<file path="config.mk">
export PLATFORM = sky130hd
export DESIGN_NAME = ascii_line_writer
export DESIGN_NICKNAME = d
export VERILOG_FILES = /design/src/rtl/ascii_line_writer.sv
export SDC_FILE = /design/constraint.sdc
export NUM_CORES = 1
export LEC_CHECK = 0
export BUFFER_PORTS_ARGS = -buffer_cell sky130_fd_sc_hd__clkbuf_2
export CAP_MARGIN = 20
export CORE_MARGIN = 1.5
export CORE_UTILIZATION = 56
export DETAILED_ROUTE_END_ITERATION = 12
export GPL_TIMING_DRIVEN = 0
export PLACE_DENSITY = 0.79
export SYNTH_ARGS = -nofsm -noshare
export SYNTH_HDL_FRONTEND = slang
export SYNTH_SLANG_ARGS = --single-unit
</file>
<file path="constraint.sdc">
create_clock -name clk -period 2.3 [get_ports clk]
set_input_delay 0.23 -clock clk [delete_from_list [all_inputs] [get_ports clk]]
set_output_delay 0.23 -clock clk [all_outputs]
set_load 0.02 [all_outputs]
</file>
<file path="src/rtl/ascii_line_writer.sv">
// Packs an ASCII line stream two chars per word, NUL-terminated, and emits line pointers.
// Optional: ASCII_WRITER_CR_STRIP_EN discards 8'h0D bytes so CRLF packs like LF.
module ascii_line_writer #(
  parameter int         ADDR_W = 10,
  parameter int         LINE_W = 8,
  parameter logic [7:0] EOL    = 8'h0A
) (
  input  logic                clk,
  input  logic                rst,
  input  logic [7:0]          char_in,
  input  logic                char_valid,
  output logic                char_ready,
  output logic                mem_we,
  output logic [ADDR_W-1:0]   mem_addr,
  output logic [15:0]         mem_din,
  output logic                ptr_we,
  output logic [LINE_W-1:0]   ptr_line,
  output logic [2*ADDR_W-1:0] ptr_addr,
  output logic                overflow
);

  typedef enum logic [1:0] {HI, LO, PTR, DROP} state_t;

  state_t state, state_n;

  logic [ADDR_W-1:0] wr_addr;
  logic [ADDR_W-1:0] start_word;
  logic [LINE_W-1:0] line_idx;
  logic [7:0]        hi_byte;
  logic              full;
  logic              first;

  logic        acc, is_eol, is_cr;
  logic        wr, do_ptr, bump, ovf_set;
  logic [15:0] wr_data;

  assign char_ready = !rst && (state != PTR);
  assign is_eol     = (char_in == EOL);

`ifdef ASCII_WRITER_CR_STRIP_EN
  assign is_cr = (char_in == 8'h0D);
`else
  assign is_cr = 1'b0;
`endif

  assign acc = char_valid && char_ready && !is_cr;

  always_ff @(posedge clk) begin
    if (rst) state <= HI;
    else     state <= state_n;
  end

  always_comb begin
    state_n = state;
    unique case (state)
      HI: begin
        if (acc) begin
          if (is_eol) state_n = full ? HI : PTR;
          else        state_n = LO;
        end
      end
      LO: begin
        if (acc) begin
          if (is_eol) state_n = full ? HI : PTR;
          else        state_n = full ? DROP : HI;
        end
      end
      PTR:  state_n = HI;
      DROP: if (acc && is_eol) state_n = HI;
      default: state_n = HI;
    endcase
  end

  // A write attempted into a full store becomes an overflow instead
  always_comb begin
    wr      = 1'b0;
    wr_data = 16'h0000;
    do_ptr  = 1'b0;
    bump    = 1'b0;
    ovf_set = 1'b0;
    unique case (state)
      HI: begin
        if (acc && is_eol) begin
          wr      = !full;
          ovf_set = full;
          bump    = full;
        end
      end
      LO: begin
        if (acc) begin
          wr      = !full;
          ovf_set = full;
          bump    = full && is_eol;
          wr_data = is_eol ? {hi_byte, 8'h00} : {hi_byte, char_in};
        end
      end
      PTR: begin
        do_ptr = 1'b1;
        bump   = 1'b1;
      end
      DROP: bump = acc && is_eol;
      default: ;
    endcase
  end

  always_ff @(posedge clk) begin
    if (rst) begin
      wr_addr    <= '0;
      start_word <= '0;
      line_idx   <= '0;
      hi_byte    <= 8'h00;
      full       <= 1'b0;
      first      <= 1'b1;
      mem_we     <= 1'b0;
      mem_addr   <= '0;
      mem_din    <= 16'h0000;
      ptr_we     <= 1'b0;
      ptr_line   <= '0;
      ptr_addr   <= '0;
      overflow   <= 1'b0;
    end else begin
      mem_we <= wr;
      ptr_we <= do_ptr;
      if (state == HI && acc && !is_eol) hi_byte <= char_in;
      if (wr) begin
        mem_addr <= wr_addr;
        mem_din  <= wr_data;
        if (first) begin
          start_word <= wr_addr;
          first      <= 1'b0;
        end
        if (&wr_addr) full    <= 1'b1;
        else          wr_addr <= wr_addr + ADDR_W'(1);
      end
      // mem_addr still holds the NUL word written just before PTR
      if (do_ptr) begin
        ptr_line <= line_idx;
        ptr_addr <= {start_word, mem_addr};
      end
      if (bump) begin
        line_idx <= line_idx + LINE_W'(1);
        first    <= 1'b1;
      end
      if (ovf_set) overflow <= 1'b1;
    end
  end

endmodule

</file>
======== Word-level counts from Yosys, hierarchy flattened ========
Index checks and enable logic that the tools add are counted.
word-level totals
  register bits ........................... 97
  bits in latches ......................... 0
  memories ................................ 0
  input port bits ......................... 11
  bits in writable memories ............... 0
  output and inout port bits .............. 58
  memory bits (read-only) ................. 0
  logic and storage cells ................. 61
operators by class
  reduce and logical (&&, ||, !) cells .... 16
  $add $sub $neg .......................... 2
  divide/modulo/power cells ............... 0
  shifts and indexed selects .............. 0
  bitwise logic cells ..................... 1
  mux-type cells .......................... 20
  eq/ne operators ......................... 8
  magnitude comparators ................... 0
  multipliers ............................. 0
operator list
  operator                                              count
  2-to-1 mux 16 bit                                     2
  2-to-1 mux 2 bit                                      7
  AND reduction 11 bit                                  1
  adder 10 x 1 -> 10 bit (second input constant)        1
  AND reduction 10 bit                                  1
  adder 8 x 1 -> 8 bit (second input constant)          1
  equality test 8 x 4 -> 1 bit (second input constant)  1
  2-to-1 mux 8 bit                                      1
  != test 2 bit (second input constant)                 4
  case mux 2 bit (4 select lines)                       1
  logical AND 1 bit                                     6
  2-to-1 mux 1 bit                                      6
  equality test 2 bit (second input constant)           2
  case mux 1 bit (2 select lines)                       2
  case mux 1 bit (4 select lines)                       1
  AND reduction 2 bit                                   2
  zero test 1 bit                                       3
  AND reduction 3 bit                                   1
  equality test 2 x 1 -> 1 bit (second input constant)  1
  zero test 2 bit                                       1
  OR reduction 2 bit                                    1
  inverter 1 bit                                        1

======== Depth between registers and ports, before layout ========
  depth after elaboration ................. 7
  mapped depth ............................ 7
  depth with buffers taken out ............ 7

======== Worst setup path after synthesis ========
OpenSTA, ideal clock, no wires.
  path type ............................... input-to-reg
  from .................................... input port char_in[7]
  to ...................................... register line_idx[2]
  stages .................................. 7
  data required time ...................... 2.179 ns
  buffers on the path ..................... 0
  arrival ................................. 1.711 ns
  path slack .............................. 0.468 ns
  library setup time ...................... 0.121 ns
  cell sequence ........................... nor4b_4 nand2_1 inv_1 ha_1 a21oi_2 a21boi_0 mux2_2
between the ends
  cells in the longest elaborated chain, start to end .. 4
  elaborated cells on any way between the ends .. 6
  those cells by class .................... 1 x eq/ne; 3 x mux; 2 x reduce/logical
ends and longest elaborated chain
  item                                  RTL line     text
  start: declaration                    10           input logic [7:0] char_in,
  equality test 8 x 4 -> 1 bit *        38           assign is_eol = (char_in == EOL);
  logical AND 1 bit (on tied branches)  93, 83, 101
  2-to-1 mux 1 bit (on tied branches)   90, 83
  case mux 1 bit (4 select lines) *     81           unique case (state)
  end signal: assignment                141          line_idx <= line_idx + LINE_W'(1);
  end: declaration                      28           logic [LINE_W-1:0] line_idx;
Every way passes the cells marked *; elsewhere a longest branch is shown, timed or not.
A chain may end at the register's enable or synchronous reset.

======== Final worst setup path ========
  from .................................... register state[1]
  to ...................................... output port char_ready
between the ends
  cells in the longest elaborated chain, start to end .. 2
ends and longest elaborated chain
  item                      RTL line  text
  start: declaration        24        state_t state, state_n;
  start signal: assignment  50        else state <= state_n;
  != test 2 bit             37        assign char_ready = !rst && (state != PTR);
  logical AND 1 bit         37
  end: declaration          12        output logic char_ready,
No other way between the ends.

==> results.ini <==
[layout]
utilization_pct=66.3
final_nets=554
fin_area_um2=4780
drive_gt1_share_pct=22.1
fin_cells=642
antenna_cells=0
area_growth_syn_to_layout_pct=15.8
multi_input_area_um2=2040
register_area_um2=1940
fillers=617

[worst_setup_path]
critPathSlowestCell=dfxtp_1
critPathKind=flip-flop to output port
cp_slowest_stage_delay_ps=390
crit_chain=buf_2 -> nor2b_1 -> clkbuf_1 -> nor2_1 -> clkbuf_2
start_kind=flip-flop
arrival_ps=1850
crit_path_max_fanout=10
cp-end-kind=output port
r2r_setup_slack_ps=310
required_ps=2070

[power]
vdd_drop_max_mv=0.356
swShare_pct=26.7
seq_power_share_pct=57.6
internal-power_mw=2.17
switchingPower_mw=0.790
combPwrFrac_pct=6.5
clkPwrFrac_pct=35.9
p_leak_nw=1.89
p_per_area_nw_per_um2=619

[timing]
setup_viol=0
hold_viol_final=0
tightest_slew_ps=588
finalSetupTns_ps=0
fin_skew_ps=13.2
rsz0062_at_grt=no
post-route-period-util_pct=90.4
clock.fmax_mhz=481
layout_min_cycle_time_ps=2080
slew_violations=0
slew_headroom_pct=60.7

[die]
io_pins=69
core_um2=7210
die-height_um=88.9
die_w_um=88.9
std_cell_rows=31
die_area_um2=7900
start_util_pct=57.3

[drt]
drt_first_pass_iters=4
vias=3519
drcViolationCount=0
antenna_left=0
drt_wl_total_um=9430
vias_per_cell=5.48
routedWlPerCell_um=14.7
drtIter0Drc=185

[clocking]
cts-root-buf=clkbuf_8
cts.clk_slew.worst_paths_ps=100
ctsHoldBuffers=0
htree_levels=3
cts_tree=built
clkSinkCount=97
insertion_delay_ps=380
clockBufferDepth=2
numCtsBuffers=9

[synthesis]
syn-num-nets=475
synth_warnings=0
syn_avg_cell_area_um2=9.00
ys_types=54
synth-edff-count=0
seq_area_frac_synth_pct=47.0
ys_ff_latch=97
ys.flop_type=dfxtp_1
async_reset_ff_share_pct=0
syn_inst=459
netlist_area_um2=4130

[min_path]
hold_path_class=input port to flip-flop

[placed_design]
gp_congestion=0.910
numPlacedInstances=626
dpl.hpwl_um=6640
portBuffers=68
place_area_um2=4600

[run]
maxCapViolations=0

[global_route]
grt_pass1_vias=3243
grt_usage_pct=25.0
grt-ovfl-total=0
grt_pass1_wl_um=15200
grt_max_degree=19
antenna_found_initial=0

[run_status]
status=finished clean

## cell usage after synthesis (2+ instances only)
master	count	area (um^2)
inv_1	3	11.3
a31oi_1	2	12.5
nand2_1	63	236
nand4_1	19	119
clkbuf_1	19	71.3
mux2_4	4	60.1
o21ai_0	27	135
dfxtp_1	97	1940
or2_2	2	12.5
a21boi_0	2	15.0
a41o_1	2	20.0
and2_1	4	25.0
nor2b_1	17	106
nand3b_1	2	15.0
buf_1	3	11.3
nand3_1	19	95.1
nor4b_4	2	47.6
and3_1	5	31.3
buf_2	6	30.0
mux2i_1	20	200
nand2b_1	29	181
a21oi_2	2	17.5
ha_1	5	62.6
buf_4	3	22.5
mux2_2	7	78.8
a21oi_1	48	240
nor2_1	20	75.1
## cell type report
class	instances	area share [%]
multi-input combinational	327	42.7
clock buffer	9	2.59
buffer	31	2.85
sequential	97	40.6
tap	99	2.59
timing repair buffer	68	7.11
clock inverter	7	1.31
inverter	4	0.314
## layer usage
metal | vias up | share of wire, % | global-route usage (%)
met5 | - | 0 | 0
met1 | 1630 | 45 | 32.2
li1 | 1760 | - | -
met2 | 116 | 48 | 41.3
met4 | 0 | 1.6 | 9.94
met3 | 13 | 5.4 | 4.80
## critical path, delay by kind of cell (launching register included)
family / cells / cell delay, ps
buf+inv: 3 / 770
flops: 1 / 390
simple gates: 2 / 310
## cell usage in the layout (no fill, tap or decap), drive strengths merged, types with 4 or more instances in the layout
cell type,n
dfxtp,97
clkbuf,96
nand2,63
a21oi,50
nand2b,29
o21ai,28
nor2,21
mux2i,20
nand3,19
nand4,19
nor2b,17
mux2,12
buf,12
inv,6
and3,5
ha,5
and2,4
## sequential cells by signal (all words and copies together), names as in the netlist
name	count
ptr_line	8
line_idx	8
mem_addr	10
hi_byte	8
ptr_addr	20
mem_we	1
full	1
mem_din	16
overflow	1
first	1
start_word	10
ptr_we	1
wr_addr	10
state	2
## power groups by stage
stage	clock [mW]	sequential [mW]	combinational, mW
after floorplan	0	1.75	0.118
after global placement	0	1.75	0.185
after detailed placement	0	1.75	0.189
after CTS	1.07	1.71	0.190
after global routing	1.14	1.71	0.209
final	1.06	1.71	0.191
## path summary, 6_finish.rpt
| kind | start | to | cells after the start |
|---|---|---|---|
| worst min-delay path | char_in[1] | mem_din[1] | 2 |
| worst max-delay path | state[1] | char_ready | 5 |
| worst min register to register | start_word[6] | ptr_addr[16] | 2 |
| worst max register to register | state[1] | mem_din[10] | 5 |
## timing repair
item / 4_1_cts / 5_1_grt
resized for setup: 0 / 2
setup endpoints to repair: 0 / 1
setup buffers: 0 / 0
## cell families (layout without fill, tap and decap cells)
group / count (synthesis) / count (layout) / share of synthesized area, %
mux: 32 / 32 / 8.48
flops: 97 / 97 / 47.0
buf+inv: 35 / 119 / 3.63
fa+ha+maj: 5 / 5 / 1.51
simple gates: 193 / 193 / 25.5
compound gates: 97 / 97 / 13.9
## per-stage QoR
stage               power, mW  worst slack [ps]  hold slack (ps)
floorplan                1.87               468              377
global placement         1.93              98.8              438
detailed placement       1.94              41.8              443
CTS                      2.97              30.9              163
global route             3.06              61.4              183
finish                   2.96               221              167
Power figures use the tool's default switching activity.
